**config.mk**
```make
export PLATFORM = sky130hd
export DESIGN_NAME = bram_pingpong_ctrl_flat
export DESIGN_NICKNAME = d
export VERILOG_FILES = /design/src/rtl/bram_pingpong_ctrl_if.sv /design/src/rtl/bram_pingpong_ctrl.sv /design/src/flat_wrapper.sv
export SDC_FILE = /design/constraint.sdc
export NUM_CORES = 1
export LEC_CHECK = 0
export CAP_MARGIN = 20
export CORE_ASPECT_RATIO = 0.6
export CORE_MARGIN = 3
export CORE_UTILIZATION = 25
export CTS_CLUSTER_SIZE = 40
export DETAILED_ROUTE_END_ITERATION = 10
export GPL_TIMING_DRIVEN = 0
export HOLD_SLACK_MARGIN = 0.12
export MAX_ROUTING_LAYER = met4
export PLACE_DENSITY = 0.59
export SYNTH_ARGS = -nofsm -noshare
export SYNTH_HDL_FRONTEND = slang
export SYNTH_SLANG_ARGS = --single-unit
```
**constraint.sdc**
```tcl
create_clock -name CLK -period 4.2 [get_ports CLK]
set_input_delay 0.84 -clock CLK [delete_from_list [all_inputs] [get_ports CLK]]
set_output_delay 0.84 -clock CLK [all_outputs]
set_load 0.005 [all_outputs]
```
**src/rtl/bram_pingpong_ctrl_if.sv**
```systemverilog
// Bus bundle for bram_pingpong_ctrl: input stream, BRAM port A/B, output stream.
// Ports: s_* input stream, *_A write port, *_B read port, m_* output stream,
// bank_full flags, drop_cnt (only with BRAM_PINGPONG_DROP_EN).
// The slave modport is the controller's view; master is the surrounding logic.
interface bram_pingpong_ctrl_if #(
    parameter int DATA_W = 16
);
    logic              s_valid;
    logic [DATA_W-1:0] s_data;
    logic              s_ready;
    logic              WE_A;
    logic [10:0]       ADDR_A;
    logic [DATA_W-1:0] DIN_A;
    logic              EN_B;
    logic [10:0]       ADDR_B;
    logic [DATA_W-1:0] DOUT_B;
    logic              m_valid;
    logic [DATA_W-1:0] m_data;
    logic              m_last;
    logic              m_ready;
    logic [1:0]        bank_full;
`ifdef BRAM_PINGPONG_DROP_EN
    logic [15:0]       drop_cnt;
`endif

    modport slave (
        input  s_valid, s_data, DOUT_B, m_ready,
        output s_ready, WE_A, ADDR_A, DIN_A, EN_B, ADDR_B,
        output m_valid, m_data, m_last, bank_full
`ifdef BRAM_PINGPONG_DROP_EN
        , output drop_cnt
`endif
    );

    modport master (
        output s_valid, s_data, DOUT_B, m_ready,
        input  s_ready, WE_A, ADDR_A, DIN_A, EN_B, ADDR_B,
        input  m_valid, m_data, m_last, bank_full
`ifdef BRAM_PINGPONG_DROP_EN
        , input drop_cnt
`endif
    );
endinterface

```
**src/rtl/bram_pingpong_ctrl.sv**
```systemverilog
// Ping-pong controller for a 2048-word frame BRAM split into two 1024-word banks.
// Ports: CLK, rst (sync, active-high), bus (slave modport): stream in -> port A,
// port B -> stream out, bank_full. Macro BRAM_PINGPONG_DROP_EN drops words on full.
module bram_pingpong_ctrl #(
    parameter int DATA_W    = 16,
    parameter int FRAME_LEN = 1024
) (
    input  logic                  CLK,
    input  logic                  rst,
    bram_pingpong_ctrl_if.slave   bus
);
    localparam logic [9:0] LAST = 10'(FRAME_LEN - 1);

    typedef enum logic [1:0] {IDLE, ISSUE, WAIT, OUT} rd_state_e;

    logic              wr_bank_q, wr_bank_d;
    logic [9:0]        wr_cnt_q, wr_cnt_d;
    logic [1:0]        full_q, full_d;
    logic              we_a_q, we_a_d;
    logic [10:0]       addr_a_q, addr_a_d;
    logic [DATA_W-1:0] din_a_q, din_a_d;
    logic              accept, set_full, release_bank;

    rd_state_e         state_q, state_d;
    logic              rd_bank_q, rd_bank_d;
    logic [9:0]        rd_cnt_q, rd_cnt_d;
    logic              en_b_q, en_b_d;
    logic [10:0]       addr_b_q, addr_b_d;
    logic              m_valid_q, m_valid_d;
    logic [DATA_W-1:0] m_data_q, m_data_d;
    logic              m_last_q, m_last_d;

    // A write only lands in a bank the reader does not own.
    assign accept = bus.s_valid && !rst && !full_q[wr_bank_q];

`ifdef BRAM_PINGPONG_DROP_EN
    logic [15:0] drop_cnt_q, drop_cnt_d;

    assign bus.s_ready = !rst;
    assign bus.drop_cnt = drop_cnt_q;

    always_comb begin
        drop_cnt_d = drop_cnt_q;
        if (bus.s_valid && full_q[wr_bank_q] && drop_cnt_q != 16'hFFFF)
            drop_cnt_d = drop_cnt_q + 16'd1;
    end

    always_ff @(posedge CLK) begin
        if (rst) drop_cnt_q <= '0;
        else     drop_cnt_q <= drop_cnt_d;
    end
`else
    assign bus.s_ready = !rst && !full_q[wr_bank_q];
`endif

    always_comb begin
        we_a_d    = accept;
        addr_a_d  = addr_a_q;
        din_a_d   = din_a_q;
        wr_bank_d = wr_bank_q;
        wr_cnt_d  = wr_cnt_q;
        set_full  = 1'b0;
        if (accept) begin
            addr_a_d = {wr_bank_q, wr_cnt_q};
            din_a_d  = bus.s_data;
            if (wr_cnt_q == LAST) begin
                wr_cnt_d  = '0;
                wr_bank_d = ~wr_bank_q;
                set_full  = 1'b1;
            end else begin
                wr_cnt_d = wr_cnt_q + 10'd1;
            end
        end
    end

    // Set and clear always hit different banks, so ordering is irrelevant.
    always_comb begin
        full_d = full_q;
        if (set_full)     full_d[wr_bank_q] = 1'b1;
        if (release_bank) full_d[rd_bank_q] = 1'b0;
    end

    // EN_B/ADDR_B are registered, so they are loaded on the edge entering ISSUE.
    always_comb begin
        state_d      = state_q;
        rd_bank_d    = rd_bank_q;
        rd_cnt_d     = rd_cnt_q;
        en_b_d       = 1'b0;
        addr_b_d     = addr_b_q;
        m_valid_d    = m_valid_q;
        m_data_d     = m_data_q;
        m_last_d     = m_last_q;
        release_bank = 1'b0;
        unique case (state_q)
            IDLE: begin
                if (full_q[rd_bank_q]) begin
                    rd_cnt_d = '0;
                    en_b_d   = 1'b1;
                    addr_b_d = {rd_bank_q, 10'd0};
                    state_d  = ISSUE;
                end
            end
            ISSUE: state_d = WAIT;
            WAIT: begin
                m_data_d  = bus.DOUT_B;
                m_valid_d = 1'b1;
                m_last_d  = (rd_cnt_q == LAST);
                state_d   = OUT;
            end
            OUT: begin
                if (bus.m_ready) begin
                    m_valid_d = 1'b0;
                    m_last_d  = 1'b0;
                    if (m_last_q) begin
                        release_bank = 1'b1;
                        rd_bank_d    = ~rd_bank_q;
                        state_d      = IDLE;
                    end else begin
                        rd_cnt_d = rd_cnt_q + 10'd1;
                        en_b_d   = 1'b1;
                        addr_b_d = {rd_bank_q, 10'(rd_cnt_q + 10'd1)};
                        state_d  = ISSUE;
                    end
                end
            end
        endcase
    end

    always_ff @(posedge CLK) begin
        if (rst) begin
            wr_bank_q <= 1'b0;
            wr_cnt_q  <= '0;
            full_q    <= '0;
            we_a_q    <= 1'b0;
            addr_a_q  <= '0;
            din_a_q   <= '0;
            state_q   <= IDLE;
            rd_bank_q <= 1'b0;
            rd_cnt_q  <= '0;
            en_b_q    <= 1'b0;
            addr_b_q  <= '0;
            m_valid_q <= 1'b0;
            m_data_q  <= '0;
            m_last_q  <= 1'b0;
        end else begin
            wr_bank_q <= wr_bank_d;
            wr_cnt_q  <= wr_cnt_d;
            full_q    <= full_d;
            we_a_q    <= we_a_d;
            addr_a_q  <= addr_a_d;
            din_a_q   <= din_a_d;
            state_q   <= state_d;
            rd_bank_q <= rd_bank_d;
            rd_cnt_q  <= rd_cnt_d;
            en_b_q    <= en_b_d;
            addr_b_q  <= addr_b_d;
            m_valid_q <= m_valid_d;
            m_data_q  <= m_data_d;
            m_last_q  <= m_last_d;
        end
    end

    assign bus.WE_A      = we_a_q;
    assign bus.ADDR_A    = addr_a_q;
    assign bus.DIN_A     = din_a_q;
    assign bus.EN_B      = en_b_q;
    assign bus.ADDR_B    = addr_b_q;
    assign bus.m_valid   = m_valid_q;
    assign bus.m_data    = m_data_q;
    assign bus.m_last    = m_last_q;
    assign bus.bank_full = full_q;
endmodule
```
**src/flat_wrapper.sv**
```systemverilog
// flat-port wrapper written by rule: the top's interface ports become plain ports
module bram_pingpong_ctrl_flat 
#(
    parameter int DATA_W    = 16,
    parameter int FRAME_LEN = 1024
)
  (CLK, rst, bus_s_valid, bus_s_data, bus_DOUT_B, bus_m_ready, bus_s_ready, bus_WE_A, bus_ADDR_A, bus_DIN_A, bus_EN_B, bus_ADDR_B, bus_m_valid, bus_m_data, bus_m_last, bus_bank_full);
  bram_pingpong_ctrl_if #(.DATA_W(DATA_W)) bus_i ();
  input  logic CLK;
  input  logic rst;
  input wire logic [$bits(bus_i.s_valid)-1:0] bus_s_valid;
  input wire logic [$bits(bus_i.s_data)-1:0] bus_s_data;
  input wire logic [$bits(bus_i.DOUT_B)-1:0] bus_DOUT_B;
  input wire logic [$bits(bus_i.m_ready)-1:0] bus_m_ready;
  output wire logic [$bits(bus_i.s_ready)-1:0] bus_s_ready;
  output wire logic [$bits(bus_i.WE_A)-1:0] bus_WE_A;
  output wire logic [$bits(bus_i.ADDR_A)-1:0] bus_ADDR_A;
  output wire logic [$bits(bus_i.DIN_A)-1:0] bus_DIN_A;
  output wire logic [$bits(bus_i.EN_B)-1:0] bus_EN_B;
  output wire logic [$bits(bus_i.ADDR_B)-1:0] bus_ADDR_B;
  output wire logic [$bits(bus_i.m_valid)-1:0] bus_m_valid;
  output wire logic [$bits(bus_i.m_data)-1:0] bus_m_data;
  output wire logic [$bits(bus_i.m_last)-1:0] bus_m_last;
  output wire logic [$bits(bus_i.bank_full)-1:0] bus_bank_full;
  assign bus_i.s_valid = bus_s_valid;
  assign bus_i.s_data = bus_s_data;
  assign bus_i.DOUT_B = bus_DOUT_B;
  assign bus_i.m_ready = bus_m_ready;
  assign bus_s_ready = bus_i.s_ready;
  assign bus_WE_A = bus_i.WE_A;
  assign bus_ADDR_A = bus_i.ADDR_A;
  assign bus_DIN_A = bus_i.DIN_A;
  assign bus_EN_B = bus_i.EN_B;
  assign bus_ADDR_B = bus_i.ADDR_B;
  assign bus_m_valid = bus_i.m_valid;
  assign bus_m_data = bus_i.m_data;
  assign bus_m_last = bus_i.m_last;
  assign bus_bank_full = bus_i.bank_full;
  bram_pingpong_ctrl #(.DATA_W(DATA_W), .FRAME_LEN(FRAME_LEN)) u_core (.CLK(CLK), .rst(rst), .bus(bus_i));
endmodule
```
==> impl_summary.log, run 1 <==
[metrics] Pins Over Slew Limit: 0
[metrics] TritonCTS Sinks: 74
[metrics] post-synthesis compound-gate area fraction: 0.121
[metrics] dominant combinational cell family by area after synthesis: simple AND/OR/NAND/NOR gates
[metrics] cts bufs inserted: 9
[metrics] number of diodes added for antenna fixing: 0
[metrics] post-synthesis cell count: 341
[metrics] number of violations of the max-capacitance limit: 0
[metrics] setup violation total in the final timing report: 0
[metrics] total number of placement rows: 30
[metrics] Post-synth EDFFs: 0
[metrics] CTS-repair resized insts: 0
[metrics] vias per std cell: 4.47
[metrics] die boundary width: 147 um
[metrics] main flop type after synthesis: sky130_fd_sc_hd__dfxtp_1
[metrics] Vert. Die Dim: 90.5 um
[metrics] Synth Area in Adders: 0.0252
[metrics] post-route ant nets: 0
[metrics] H-Tree Level Count: 3
[metrics] routed wire length: 8190 um
[metrics] overall fraction of global-route tracks in use: 0.133
[metrics] power density over the cells: 399 nW/um2
[metrics] startpoint of the worst setup timing path: rst
[metrics] Critical Path Start Type: input port
[metrics] number of antenna violations at the first check in global routing: 0
[metrics] number of post-CTS setup repair buffers: 0
[metrics] static leakage power: 0.00156 uW
[metrics] most frequent cells in the layout: sky130_fd_sc_hd__clkdlybuf4s50_1, sky130_fd_sc_hd__dfxtp_1, sky130_fd_sc_hd__nand2_1, sky130_fd_sc_hd__a21oi_1, sky130_fd_sc_hd__nor2_1
[metrics] Final min period: 3.79 ns
[metrics] routed via count: 2734
[metrics] vias in the first global route: 2769
[metrics] sequential cell area: 1480 um2
[metrics] relative area change from synthesis to final layout: 50.9%
[metrics] part of the cycle the worst path needs: 0.903
[metrics] clock network latency to the later pin of the worst-skew pair: 0.33 ns
[metrics] largest net degree at the start of global routing: 13
[metrics] most common cell after layout, fill and taps aside: sky130_fd_sc_hd__clkdlybuf4s50_1
[metrics] I/O pins: 97
[metrics] XOR/XNOR Fraction of Synth Area: 0.0265
[metrics] clock-pin slew on the worst setup and hold paths: 0.05 ns
[metrics] type of destination of the critical path: primary output
[metrics] Hold Fails Final Rpt: 0
[metrics] Final HPWL DP: 5970 um
[metrics] RR Startpoint: u_core.wr_bank_q
[metrics] register area share after synthesis: 0.498
[metrics] number of detailed-routing iterations run before antenna repair: 4
[metrics] unrepaired setup endpoints after global routing: false
[metrics] hold path start: u_core.bus.ADDR_A[3]
[metrics] Layout Cell Area excl Fill: 4490 um2
[metrics] fillcell total: 1128
[metrics] clock root buffer master: sky130_fd_sc_hd__clkbuf_16
[metrics] Required @ worst endpoint: 3.36 ns
[metrics] aggregate global routing overflow: 0
[metrics] net count after synthesis: 383
[metrics] core region area: 11400 um2
[metrics] max-slew headroom at the worst pin: 0.597
[metrics] Area after DPL: 4140 um2
[metrics] final total negative setup slack: 0 ns
[metrics] largest voltage drop on the vdd net: 0.224 mV
[metrics] number of buffers between clock root and the deepest sink: 2
[metrics] Worst Clk Skew: 0.00620 ns
[metrics] fraction of synthesized area in multiplexers: 0.0711
[metrics] layout cells sized above 1: 0.0553
[metrics] worst slew pin tran: 0.603 ns
[metrics] multi-input gate area in the final layout: 1400 um2
[metrics] hold buffers post-CTS: 0
[metrics] initial core utilization: 0.260
[metrics] register bit count reported by yosys: 74
[metrics] number of warnings issued by yosys: 0
[metrics] count of buffers from port buffering: 96
[metrics] path class of the lowest-slack min-delay path: reg -> reg
[metrics] number of cells on the worst hold path: 2
[metrics] Crit Path Max Fanout: 10
[metrics] final routed wire length divided by cell count: 13.4 um
[metrics] post-synth design cell area: 2970 um2
[metrics] simple-gate share of the synthesized area: 0.227
[metrics] mean instance size in the synthesized netlist: 8.72 um2
[metrics] Netlist cell types: 42
[metrics] initial drt markers: 80
[metrics] r2r worst-path depth: 6
[metrics] achievable clock frequency: 0.264 GHz
[metrics] status: complete, no violations
[metrics] Net count, final: 490
[metrics] wire length of the first global-routing pass: 13900 um
[metrics] critical setup path kind: in -> out
[metrics] Arrival @ worst endpoint: 2.95 ns
[metrics] final routed DRC violation total: 0
[metrics] clock tree from TritonCTS: yes
[metrics] final estimated routing congestion in global placement: 0.861
[metrics] proportion of synthesized flip-flops having asynchronous set or reset: 0
[metrics] total die area: 13300 um2
[critical path, stage by stage]
cell and delay (ns):
sky130_fd_sc_hd__clkdlybuf4s50_1 0.48, sky130_fd_sc_hd__buf_4 0.18, sky130_fd_sc_hd__clkbuf_1 0.38, sky130_fd_sc_hd__clkbuf_1 0.48, sky130_fd_sc_hd__nor2_1 0.12, sky130_fd_sc_hd__clkdlybuf4s50_1 0.47
[sequential cells by signal (all words and copies together) (netlist names)]
name	count
u_core.bus.DIN_A	16
u_core.bus.m_data	16
u_core.bus.ADDR_A	11
u_core.bus.ADDR_B	11
u_core.wr_cnt_q	10
u_core.bus.bank_full	2
u_core.state_q	2
u_core.bus.EN_B	1
u_core.bus.WE_A	1
u_core.bus.m_last	1
u_core.bus.m_valid	1
u_core.rd_bank_q	1
u_core.wr_bank_q	1
[Yosys cell counts, types with 2 or more instances]
cell type,n,area share
sky130_fd_sc_hd__or4_1,2,0.0050
sky130_fd_sc_hd__nand3_1,13,0.022
sky130_fd_sc_hd__a21oi_1,41,0.069
sky130_fd_sc_hd__o31ai_1,2,0.0050
sky130_fd_sc_hd__nor3_1,2,0.0034
sky130_fd_sc_hd__ha_1,6,0.025
sky130_fd_sc_hd__inv_1,5,0.0063
sky130_fd_sc_hd__buf_2,3,0.0050
sky130_fd_sc_hd__xnor2_1,2,0.0059
sky130_fd_sc_hd__nor2b_1,6,0.013
sky130_fd_sc_hd__nand3b_1,4,0.010
sky130_fd_sc_hd__nand4_1,5,0.011
sky130_fd_sc_hd__dfxtp_1,74,0.50
sky130_fd_sc_hd__xor2_1,7,0.021
sky130_fd_sc_hd__mux2i_1,20,0.067
sky130_fd_sc_hd__clkbuf_1,11,0.014
sky130_fd_sc_hd__or3_1,6,0.013
sky130_fd_sc_hd__buf_4,2,0.0050
sky130_fd_sc_hd__nor2_1,31,0.039
sky130_fd_sc_hd__nand2_1,65,0.082
sky130_fd_sc_hd__o21ai_0,9,0.015
sky130_fd_sc_hd__and3_1,4,0.0084
sky130_fd_sc_hd__and4_1,2,0.0059
[routing by layer]
| layer | track usage | vias to the layer above | wire (um) |
|---|---|---|---|
| met5 | - | - | 0 |
| met4 | 0.0391 | 0 | 61 |
| met3 | 0.0532 | 9 | 676 |
| met2 | 0.176 | 101 | 3160 |
| met1 | 0.183 | 1233 | 4300 |
| li1 | - | 1391 | - |
[path summary, 6_finish.rpt]
kind	endpoint	slack [ns]
worst max-delay path	bus_s_ready	0.41
worst max register to register	u_core.bus.DIN_A[1]	2.21
worst min register to register	u_core.bus.ADDR_A[3]	0.46
worst min-delay path	u_core.bus.ADDR_A[3]	0.46
[cell families after synthesis]
group                      count (synthesis)
AOI/OAI and AO/OA                         63
DFF                                       74
and+or+nand+nor                          146
xor gates and xnor gates                   9
muxes                                     21
buffers and inverters                     22
adders and majority gates                  6
[power by group]
| group | internal, uW | switching [uW] | leakage [uW] |
|---|---|---|---|
| registers | 718 | 9.95 | 0.000598 |
| clock network | 610 | 286 | 0.000172 |
| logic | 82.1 | 85.5 | 0.000789 |
[stage by stage]
stage / std cells / total power (uW) / util / setup slack, ns / hold slack (ns)
after floorplan: 341 / 827 / - / 1.75 / 0.453
after global routing: 612 / 1870 / 0.392 / 0.229 / 0.478
after global placement: 597 / 905 / 0.361 / 0.346 / 0.444
final: 612 / 1790 / 0.392 / 0.407 / 0.456
after detailed placement: 597 / 911 / 0.361 / 0.370 / 0.449
after CTS: 612 / 1820 / 0.392 / 0.348 / 0.457
[layout make-up]
class,instances,area share
multi-input cells,245,0.312
flip-flops and latches,74,0.330
clock buffers,11,0.0563
repair buffers,96,0.214
plain buffers,16,0.0159
well taps,160,0.0446
clock inverters,4,0.0220
inverters,6,0.00502
Note: power is estimated with default switching activity, not from simulation.
==> run 2: changes to the inputs <==
--- a/config.mk
+++ b/config.mk
@@ -15,6 +15,8 @@
 export HOLD_SLACK_MARGIN = 0.12
 export MAX_ROUTING_LAYER = met4
 export PLACE_DENSITY = 0.59
+export SKIP_LAST_GASP = 1
+export SLEW_MARGIN = 20
 export SYNTH_ARGS = -nofsm -noshare
 export SYNTH_HDL_FRONTEND = slang
 export SYNTH_SLANG_ARGS = --single-unit
==> results of run 2 <==
The final DEF is identical to that of run 1; final timing and power are the same.
